File: config.mk
export PLATFORM = sky130hd
export DESIGN_NAME = ryg_phase_sched
export DESIGN_NICKNAME = d
export VERILOG_FILES = /design/src/rtl/ryg_phase_sched.sv
export SDC_FILE = /design/constraint.sdc
export NUM_CORES = 1
export LEC_CHECK = 0
export BUFFER_PORTS_ARGS = -buffer_cell sky130_fd_sc_hd__buf_2
export CORE_AREA = 5 5 42 44
export DETAILED_ROUTE_END_ITERATION = 10
export DIE_AREA = 0 0 47 49
export PLACE_DENSITY = 0.78
export SYNTH_ARGS = -nofsm -noshare
export SYNTH_HDL_FRONTEND = slang
export SYNTH_SLANG_ARGS = --single-unit
File: constraint.sdc
create_clock -name clk -period 4.4 [get_ports clk]
set_input_delay 0 -clock clk [delete_from_list [all_inputs] [get_ports clk]]
set_output_delay 0 -clock clk [all_outputs]
set_load 0.01 [all_outputs]
File: src/rtl/ryg_phase_sched.sv
// Two-way traffic-light phase scheduler. Main road A is lamp bit 1 and side
// road B is lamp bit 0. A tick-timed FSM runs AG-AY-AR1-BG-BY-AR2. A latched
// side request can shorten AG, and a night mode flashes yellow on both roads.
module ryg_phase_sched #(
  parameter int CW       = 4,
  parameter int T_GRN_A  = 9,
  parameter int T_MIN_A  = 3,
  parameter int T_GRN_B  = 5,
  parameter int T_YEL    = 2,
  parameter int T_ALLRED = 1,
  parameter int T_FLASH  = 1
) (
  input  logic       clk,
  input  logic       rst,
  input  logic       tick,
  input  logic       side_req,
  input  logic       night,
  output logic [1:0] r,
  output logic [1:0] y,
  output logic [1:0] g,
  output logic [2:0] phase,
  output logic       req_pend
);

  typedef enum logic [2:0] {
    S_AG  = 3'd0,
    S_AY  = 3'd1,
    S_AR1 = 3'd2,
    S_BG  = 3'd3,
    S_BY  = 3'd4,
    S_AR2 = 3'd5,
    S_FL  = 3'd6
  } state_t;

  // Each timed phase ends on the tick where the timer reaches its limit.
  localparam logic [CW-1:0] LIM_GA  = CW'(T_GRN_A - 1);
  localparam logic [CW-1:0] LIM_MA  = CW'(T_MIN_A - 1);
  localparam logic [CW-1:0] LIM_GB  = CW'(T_GRN_B - 1);
  localparam logic [CW-1:0] LIM_Y   = CW'(T_YEL - 1);
  localparam logic [CW-1:0] LIM_AR  = CW'(T_ALLRED - 1);
  localparam logic [CW-1:0] LIM_FL  = CW'(T_FLASH - 1);
  localparam logic [CW-1:0] TMR_MAX = {CW{1'b1}};

  state_t        state_q;
  logic [CW-1:0] timer_q;
  logic          fl_q;
  logic          req_q;

  logic          exit_c;
  logic          enter_bg;

  // Exit condition of the current phase, qualified by tick at the point of use.
  always_comb begin
    exit_c = 1'b0;
    case (state_q)
      S_AG:        exit_c = (timer_q == LIM_GA) || (req_q && (timer_q >= LIM_MA));
      S_AY, S_BY:  exit_c = (timer_q == LIM_Y);
      S_AR1, S_AR2: exit_c = (timer_q == LIM_AR);
      S_BG:        exit_c = (timer_q == LIM_GB);
      S_FL:        exit_c = !night;
      default:     exit_c = 1'b1;
    endcase
  end

  // Clearing on BG entry beats a same-cycle request; otherwise requests stick.
  assign enter_bg = tick && (state_q == S_AR1) && exit_c;

  // Phase FSM, phase timer, flash bit and request latch.
  always_ff @(posedge clk) begin
    if (rst) begin
      state_q <= S_AG;
      timer_q <= '0;
      fl_q    <= 1'b0;
      req_q   <= 1'b0;
    end else begin
      req_q <= enter_bg ? 1'b0 : (req_q | side_req);
      if (tick) begin
        if (exit_c) begin
          timer_q <= '0;
          case (state_q)
            S_AG:    state_q <= S_AY;
            S_AY:    state_q <= S_AR1;
            S_AR1:   state_q <= S_BG;
            S_BG:    state_q <= S_BY;
            S_BY:    state_q <= S_AR2;
            S_AR2:   state_q <= night ? S_FL : S_AG;
            S_FL: begin
              state_q <= S_AR2;
              fl_q    <= 1'b0;
            end
            default: state_q <= S_AG;
          endcase
        end else if ((state_q == S_FL) && (timer_q == LIM_FL)) begin
          fl_q    <= ~fl_q;
          timer_q <= '0;
        end else if (timer_q != TMR_MAX) begin
          timer_q <= timer_q + 1'b1;
        end
      end
    end
  end

  // Lamp decode of the state register; all-red is the safe fallback.
  always_comb begin
    r = 2'b11;
    y = 2'b00;
    g = 2'b00;
    case (state_q)
      S_AG: begin r = 2'b01; g = 2'b10; end
      S_AY: begin r = 2'b01; y = 2'b10; end
      S_BG: begin r = 2'b10; g = 2'b01; end
      S_BY: begin r = 2'b10; y = 2'b01; end
      S_FL: begin r = 2'b00; y = fl_q ? 2'b11 : 2'b00; end
      default: ;
    endcase
  end

  assign phase    = state_q;
  assign req_pend = req_q;

endmodule

==> results_dict.tcl <==
set metrics [dict create \
    status "completed" \
    vias 671 \
    min_from "rst" \
    final_util 0.5625 \
    synthTopCellsByArea "dfxtp_1 25%, ha_1 5.3%, and3b_1 4.9%, inv_1 3.7%, o2111ai_4 3.7%" \
    htree_levels 1 \
    drv_slew 0 \
    cp.required_ps 4560 \
    grt_max_degree 15 \
    drive_above_1_share 0.2292 \
    drv_cap 0 \
    final_cell_mix "14 x buf_2, 9 x dfxtp_1, 7 x inv_1" \
    clk_pin_slew_ps 60 \
    yosys_register_bits 9 \
    worstSetupPathType "flop to flop" \
    relSlewSlack 0.7106 \
    root_buffer "clkbuf_4" \
    area_growth_pct 11.11 \
    layout_min_cycle_time_ps 2085 \
    core_region_area_sq_mm 0.001401 \
    fp-row-count 14 \
    power_leakage_nw 0.3575 \
    rsz0062_at_grt "no" \
    tightestPinTransition_ps 433.5 \
    first_pass_iters 4 \
    ys_types 37 \
    drcViolationCount 0 \
    grt_usage 0.1621 \
    syn_nets 93 \
    synth_top_cell_by_area "dfxtp_1" \
    antenna_found_initial 0 \
    hpwl_um 1187 \
    endpoint_kind "flop" \
    cts_max_path_buffers 2 \
    antenna_left 0 \
    crit_fanout 10 \
    post-cts-setup-buffers 0 \
    powerDensity_mw_per_mm2 239.1 \
    min_path_cells 2 \
    finalSetupViolCount 0 \
    ctsResizeCount 0 \
    whs_endpoint "req_pend$_SDFF_PP0_" \
    numClockSinks 9 \
    reg2reg_from "timer_q[0]$_SDFFE_PP0P_" \
    worst_slack_ps 2315 \
    r2r_cells 7 \
    hold_viol_final 0 \
    yosysWarnings 0 \
    reg2reg_slack_ps 2320 \
    routedWlPerCell_um 14.38 \
    die_w_um 47 \
    port_buffers 14 \
    synth-edff-count 0 \
    postCtsHoldBufs 0 \
    clock_latency_ps 270 \
    p_total_w 0.0001885 \
    diodes 0 \
    wirelength_um 1611 \
    gp_congestion 0.8531 \
    die_area_sq_mm 0.002303 \
    timing.rr.end "phase[1]$_SDFFE_PP0P_" \
    dp_slack_ps 2331 \
    setup_tns_ps 0 \
    ios 15 \
    vias_per_cell 5.991 \
    irDropWorstVdd_mv 0.1908 \
    startpoint_type "flop" \
    layout_commonest_cell "buf_2" \
    grt_pass1_vias 646 \
    hp-class "input port to flop" \
    synthArstFlopShare 0 \
    synthFlopType "dfxtp_1" \
    period_share 0.4738 \
    grt.overflow.total 0 \
    fin_skew_ps 7.385 \
    numCtsBuffers 3 \
    fin_nets 105 \
    arrival_ps 2250 \
    synthCells 85 \
    yosysSeqAreaShare 0.2540 \
    dr.first_iter.drc_count 12 \
    max_freq_ghz 0.4797 \
    avgSynthCellArea_sq_um 8.346 \
    start_util 0.5062 \
    grt_pass1_wl_um 2815 \
    die_h_um 49 \
    cts_tree "yes" \
    synth_top_cell_area_share 0.2540 \
    syn-cell-area_sq_um 709.4 \
]
[metrics by stage]
step / cells / instance area [sq um] / hold slack (ps)
floorplan: 85 / 709.4 / 202.5
global placement: 108 / 762.0 / 291.4
detailed placement: 108 / 762.0 / 289.2
CTS: 112 / 788.3 / 5.266
global route: 112 / 788.3 / 29.30
finish: 112 / 788.3 / 3.624
[sequential cells by signal, indices dropped and copies added (netlist names)]
| register | flops |
|---|---|
| req_pend | 1 |
| phase | 3 |
| timer_q | 4 |
| fl_q | 1 |
[cell usage after synthesis, types with 2 or more instances]
library cell and instances:
buf_2 3, nand4_1 2, nor2_1 5, a21o_1 3
o211ai_1 2, and2_1 2, a211oi_1 2, o21ai_1 2
nor3b_1 3, ha_1 3, inv_1 7, and3b_1 4
a41o_1 2, a22o_1 2, nand2_1 5, nand3_1 3
a21oi_1 5, dfxtp_1 9, clkbuf_1 3
[power by group]
part	leakage, nW	switching (W)	total [W]	internal [W]
sequential	0.0732	0.00000592	0.0000905	0.0000846
combinational	0.269	0.0000176	0.0000328	0.0000151
clock	0.0150	0.0000302	0.0000652	0.0000350
total	0.357	0.0000537	0.000188	0.000135
[routing by layer]
layer | global-route usage | routed length, um
met5 | 0 | 0
met4 | 0.08295 | 40
met3 | 0.03321 | 69
met2 | 0.2262 | 734
met1 | 0.2269 | 767
[worst max path at each step]
stage / start / end / slack (ps) / cells past startpoint
6_report: timer_q[0]$_SDFFE_PP0P_ / phase[1]$_SDFFE_PP0P_ / 2320 / 7
5_1_grt: timer_q[0]$_SDFFE_PP0P_ / phase[1]$_SDFFE_PP0P_ / 2220 / 7
4_1_cts: timer_q[0]$_SDFFE_PP0P_ / phase[1]$_SDFFE_PP0P_ / 2330 / 7
3_5_place_dp: timer_q[0]$_SDFFE_PP0P_ / phase[1]$_SDFFE_PP0P_ / 2330 / 7
3_3_place_gp: timer_q[0]$_SDFFE_PP0P_ / phase[1]$_SDFFE_PP0P_ / 2400 / 7
2_1_floorplan: timer_q[0]$_SDFFE_PP0P_ / phase[1]$_SDFFE_PP0P_ / 2490 / 7
[cell type report]
| class | instances | area, sq um |
|---|---|---|
| Sequential cell | 9 | 180.2 |
| Clock buffer | 4 | 26.28 |
| Multi-Input combinational cell | 62 | 465.4 |
| Timing Repair Buffer | 14 | 70.07 |
| Tap cell | 16 | 20.02 |
| Fill cell | 140 | 613.1 |
| Inverter | 7 | 26.28 |
[worst max-delay path, stage by stage, from the launching register on]
cell and delay [ps]:
dfxtp_1 420, inv_1 110, ha_1 210, or4_4 420, o211ai_2 120, o2111ai_4 220, and2_1 270, a32o_1 220
[cell families after synthesis]
logic type	count (synthesis)	synth area share
simple gates	32	0.2787
compound gates	26	0.3122
buf+inv	14	0.08995
flops	9	0.2540
fa+ha+maj	3	0.05292
xor+xnor	1	0.01235
No activity file was read; power rests on OpenSTA's default activity.
